$ cat src/rtl/tpu_pkg.sv
// Shared types and constants for the systolic-array host path.
package tpu_pkg;

    typedef enum logic {
        LOAD    = 1'b0,
        COMPUTE = 1'b1
    } state_e;

    localparam int BYTES_PER_LOAD = 8;
    localparam int MMU_CYCLE_W    = 3;
    localparam int IDX_W          = $clog2(BYTES_PER_LOAD);

    typedef logic [BYTES_PER_LOAD-1:0][7:0] bank_t;

    // Returns the bank with one byte replaced, so a byte accepted on a commit
    // edge can be folded into the committed image.
    function automatic bank_t merge_byte(input bank_t bank, input logic [IDX_W-1:0] idx,
                                         input logic [7:0] data, input logic we);
        bank_t r;
        r = bank;
        if (we) r[idx] = data;
        return r;
    endfunction

endpackage

$ cat src/rtl/loader_bank.sv
// 8-byte register bank: single-byte write port, whole-bank parallel load, synchronous clear.
module loader_bank
    import tpu_pkg::*;
(
    input  logic              clk,
    input  logic              rst_n,
    input  logic              clr_i,
    input  logic              we_i,
    input  logic [IDX_W-1:0]  widx_i,
    input  logic [7:0]        wdata_i,
    input  logic              ld_i,
    input  bank_t             ld_data_i,
    output bank_t             bank_o
);

    bank_t bank_q;

    // NOTE: this small register file is reset because the feeder must see zeros
    // after reset; large memories would normally be left unreset.
    always_ff @(posedge clk) begin
        if (!rst_n || clr_i) begin
            bank_q <= '0;
        end else if (ld_i) begin
            bank_q <= ld_data_i;
        end else if (we_i) begin
            bank_q[widx_i] <= wdata_i;
        end
    end

    assign bank_o = bank_q;

endmodule

$ cat src/rtl/host_loader.sv
// Host byte-stream loader for the 2x2 systolic array feeder.
// Optional HOST_LOADER_PRELOAD_EN adds a staging bank for back-to-back operations.
module host_loader
    import tpu_pkg::*;
#(
    parameter int MMU_CYCLES = 6
) (
    input  logic                   clk,
    input  logic                   rst_n,
    input  logic                   in_valid,
    input  logic [7:0]             in_data,
    output logic                   in_ready,
    output logic [7:0]             weight0,
    output logic [7:0]             weight1,
    output logic [7:0]             weight2,
    output logic [7:0]             weight3,
    output logic [7:0]             input0,
    output logic [7:0]             input1,
    output logic [7:0]             input2,
    output logic [7:0]             input3,
    output logic                   en,
    output logic [MMU_CYCLE_W-1:0] mmu_cycle,
    output logic                   busy
);

    localparam logic [MMU_CYCLE_W-1:0] LAST_CYCLE = MMU_CYCLE_W'(MMU_CYCLES - 1);
    localparam logic [IDX_W-1:0]       LAST_BYTE  = IDX_W'(BYTES_PER_LOAD - 1);

    state_e                 state_q;
    logic [MMU_CYCLE_W-1:0] cycle_q;
    logic [IDX_W-1:0]       idx_q;
    logic                   en_q;
    logic                   busy_q;
    bank_t                  active;

    logic accept;
    logic accept_last;
    logic cycle_end;
    logic commit;

    assign accept      = in_valid && in_ready;
    assign accept_last = accept && (idx_q == LAST_BYTE);
    assign cycle_end   = (state_q == COMPUTE) && (cycle_q == LAST_CYCLE);

`ifdef HOST_LOADER_PRELOAD_EN
    logic  stage_full_q;
    bank_t stage;

    assign in_ready = !stage_full_q;
    // Commit when a full image exists (or completes now) and the array is free.
    assign commit   = (stage_full_q || accept_last) && ((state_q == LOAD) || cycle_end);

    loader_bank u_stage (
        .clk       (clk),
        .rst_n     (rst_n),
        .clr_i     (1'b0),
        .we_i      (accept),
        .widx_i    (idx_q),
        .wdata_i   (in_data),
        .ld_i      (1'b0),
        .ld_data_i ('0),
        .bank_o    (stage)
    );

    loader_bank u_active (
        .clk       (clk),
        .rst_n     (rst_n),
        .clr_i     (1'b0),
        .we_i      (1'b0),
        .widx_i    ('0),
        .wdata_i   ('0),
        .ld_i      (commit),
        .ld_data_i (merge_byte(stage, idx_q, in_data, accept)),
        .bank_o    (active)
    );

    always_ff @(posedge clk) begin
        if (!rst_n) begin
            stage_full_q <= 1'b0;
        end else if (commit) begin
            stage_full_q <= 1'b0;
        end else if (accept_last) begin
            stage_full_q <= 1'b1;
        end
    end
`else
    assign in_ready = (state_q == LOAD);
    assign commit   = accept_last;

    loader_bank u_active (
        .clk       (clk),
        .rst_n     (rst_n),
        .clr_i     (1'b0),
        .we_i      (accept),
        .widx_i    (idx_q),
        .wdata_i   (in_data),
        .ld_i      (1'b0),
        .ld_data_i ('0),
        .bank_o    (active)
    );
`endif

    // NOTE: sequential state uses non-blocking assignments so every register
    // samples the pre-edge values regardless of statement order.
    always_ff @(posedge clk) begin
        if (!rst_n) begin
            state_q <= LOAD;
            cycle_q <= '0;
            idx_q   <= '0;
            en_q    <= 1'b0;
            busy_q  <= 1'b0;
        end else begin
            if (accept) idx_q <= idx_q + IDX_W'(1);
            if (commit) begin
                state_q <= COMPUTE;
                cycle_q <= '0;
                en_q    <= 1'b1;
                busy_q  <= 1'b1;
            end else if (cycle_end) begin
                state_q <= LOAD;
                cycle_q <= '0;
                en_q    <= 1'b0;
                busy_q  <= 1'b0;
            end else if (state_q == COMPUTE) begin
                cycle_q <= cycle_q + MMU_CYCLE_W'(1);
            end
        end
    end

    assign en        = en_q;
    assign busy      = busy_q;
    assign mmu_cycle = cycle_q;
    assign weight0   = active[0];
    assign weight1   = active[1];
    assign weight2   = active[2];
    assign weight3   = active[3];
    assign input0    = active[4];
    assign input1    = active[5];
    assign input2    = active[6];
    assign input3    = active[7];

endmodule

$ cat config.mk
export PLATFORM = sky130hd
export DESIGN_NAME = host_loader
export DESIGN_NICKNAME = d
export VERILOG_FILES = /design/src/rtl/tpu_pkg.sv /design/src/rtl/loader_bank.sv /design/src/rtl/host_loader.sv
export SDC_FILE = /design/constraint.sdc
export NUM_CORES = 1
export LEC_CHECK = 0
export ABC_AREA = 1
export CAP_MARGIN = 10
export CORE_MARGIN = 2
export CORE_UTILIZATION = 45
export CTS_CLUSTER_DIAMETER = 50
export DETAILED_ROUTE_END_ITERATION = 10
export GPL_TIMING_DRIVEN = 0
export HOLD_SLACK_MARGIN = 0.15
export PLACE_DENSITY = 0.78
export SLEW_MARGIN = 40
export SYNTH_ARGS = -nofsm -noshare
export SYNTH_HDL_FRONTEND = slang
export SYNTH_SLANG_ARGS = --single-unit
$ cat constraint.sdc
create_clock -name clk -period 1.95 [get_ports clk]
set_clock_uncertainty 0.05 [all_clocks]
set_input_delay 0.2925 -clock clk [delete_from_list [all_inputs] [get_ports clk]]
set_output_delay 0.2925 -clock clk [all_outputs]
set_load 0.05 [all_outputs]
==> impl_metrics.toml <==
[global_routing]
antenna_found_initial = 0
grt_pass1_vias = 2621
grt_pass1_wl_um = 11900
grt_use_total_pct = 21.5
grt_start_max_net_pins = 12
overflow = 0

[layout]
nets = 508
post-route-cell-area_mm2 = 0.00396
diodes = 0
final_cells = 575
drive_gt1_share_pct = 7.83
final_util_pct = 63.1
fillers = 581
syn_to_final_growth_pct = 37.5

[worst_setup_path]
critPathKind = "flop to primary output"
timing.rr.start = "busy"
critPathTopFamily = "buffers and inverters"
start_kind = "flop"
worstPathArrival_ps = 1520
cp_num_buf_inv = 1
cp_slowest_stage_delay_ps = 820
cp-startpoint = "mmu_cycle[1]"
crit_required_ps = 1610
end_kind = "primary output"
path_max_fanout = 4
cp_slowest_cell = "clkdlybuf4s50_1"
worstPathCellList = "clkdlybuf4s50_1"

[power]
p_sw_share_pct = 29.3
totalPowerFinal_mw = 3.27
peakVddDrop_mv = 0.632
power_leakage_nw = 1.67
seqPwrFrac_pct = 47.3
internal-power_mw = 2.31
p_sw_mw = 0.958
pwr-share-clk_pct = 35.0
combPwrFrac_pct = 17.7
p_per_area_mw_per_mm2 = 825

[timing]
maxSlewViolCount = 0
tightestPinTransition_ps = 554
period_minus_slack_ps = 1860
rsz0062_at_grt = "false"
hold_viol_final = 0
setup-violations-final = 0
fin_ws_ps = 85.6
final.period_utilization_pct = 95.6
fin_tns_setup_ps = 0
fmax_mhz = 536
slew_headroom_pct = 63.0
hold_ws_ps = 409

[status]
outcome = "finished clean"

[die]
die-area_mm2 = 0.00706
start_util_pct = 45.9
rows = 29
io_pins = 81
die_w_um = 84.0
core_area_mm2 = 0.00628
die_h_um = 84.0

[clock_network]
clock-sinks = 71
cts_buffers = 9
clkTransAtPathRegs_ps = 80
cts_hold_buf = 0
htreeDepth = 3
clk_latency_ps = 350
clockBufferDepth = 2
cts-root-buf = "clkbuf_8"
cts_tree = "built"

[drt]
wl_met2_um = 3480
wirelength_um = 7190
wl_met3_um = 456
wirelength_met1_um = 3140
viasPerCell = 4.74
drtPass1Iterations = 4
drt-wirelength-per-cell_um = 12.5
vias = 2726
drt-initial-drc-count = 107
post-route-drc-count = 0
postRouteAntennaNets = 0
top_layer = "met4"

[place]
post_dp_cell_area_mm2 = 0.00377
place_ws_ps = 178
dp_hpwl_um = 5030
place_inst = 559
io_buffers = 79
place.gp.congestion = 0.864

[hold_path]
hp-start = "rst_n"
hold_class = "primary input to flop"

[logic_synthesis]
yosysWarnings = 0
synthCells = 403
syn_nets = 418
avgSynthCellArea_um2 = 7.15
synth_cell_type_count = 21
syn_area_mm2 = 0.00288
synth-seq-cells = 71
ys_seq_area_share_pct = 49.3

[flow_run]
drv_cap = 0
==> power by group through the flow <==
stage          clock (mW)  combinational (mW)  sequential, mW
6_report             1.15               0.580            1.55
5_1_grt              1.23               0.627            1.55
4_1_cts              1.16               0.580            1.55
3_5_place_dp            0               0.577            1.58
3_3_place_gp            0               0.569            1.58
2_1_floorplan           0               0.212            1.76
==> final timing paths <==
| check | endpoint | slack, ps | cells after the start |
|---|---|---|---|
| worst min-delay path | u_active.bank_o[48] | 410 | 4 |
| worst max-delay path | mmu_cycle[1] | 90 | 1 |
| worst min register to register | u_active.bank_o[52] | 430 | 2 |
| worst max register to register | u_active.bank_o[23] | 460 | 6 |
==> synthesized netlist by cell type, drive strengths merged <==
library cell    n  area, µm²
a21oi           6       30.0
buf            15        100
clkbuf          1       3.75
dfxtp          71       1420
ha              4       50.1
inv            17       63.8
nand2         108        408
nand3          35        188
nand3b          1       11.3
nor2          140        576
o21ai           2       10.0
or2             2       12.5
xnor2           1       8.76
==> cell families after synthesis <==
kind of cell | share of synthesized area (%)
xor+xnor | 0.304
flops | 49.3
fa+ha+maj | 1.74
buf+inv | 5.82
compound gates | 1.39
simple gates | 41.4
==> repair_timing <==
| action | CTS | global route |
|---|---|---|
| setup endpoints to repair | 2 | 3 |
| buffers inserted | 0 | 0 |
| resized for setup | 2 | 3 |
==> worst min-delay path, stage by stage <==
cell and delay (ps):
clkbuf_1 140, buf_2 210, nand2_1 80, nor2_1 40
==> registers in the layout (all words and copies together), names as in the netlist <==
signal	flops
busy	1
idx_q	3
mmu_cycle	3
u_active.bank_o	64
==> cells in the final DEF (no fill, tap or decap) <==
cell type,count
buf_6,4
inv_2,1
nand2_1,107
clkbuf_1,3
buf_1,6
xnor2_1,1
o21ai_0,2
nand2_2,1
dlymetal6s2s_1,2
nand3_4,1
nand3_1,34
buf_4,3
nand3b_2,1
clkdlybuf4s15_1,1
dfxtp_1,71
buf_2,2
bufinv_16,1
nor2_4,5
a21oi_1,6
clkbuf_8,10
inv_1,16
nor2_2,5
clkinv_2,3
nor2_1,130
clkdlybuf4s50_1,75
or2_2,2
ha_1,4
dlygate4sd2_1,1
==> routing by layer <==
layer / GRT usage, % / up-vias
li1: - / 1415
met1: 24.5 / 1227
met2: 35.6 / 73
met3: 8.90 / 11
met4: 8.50 / 0
met5: 0 / -
==> layout make-up <==
class                           count  area (µm²)  share of cell area [%]
Buffer                             16         104                    2.62
Clock buffer                       12         145                    3.66
Clock inverter                      4        45.0                    1.14
Inverter                           17        63.8                    1.61
Multi-Input combinational cell    299        1290                    32.6
Sequential cell                    71        1420                    35.9
Tap cell                           77        96.3                    2.43
Timing Repair Buffer               79         795                    20.0
Note: power is estimated with default switching activity, not from simulation.
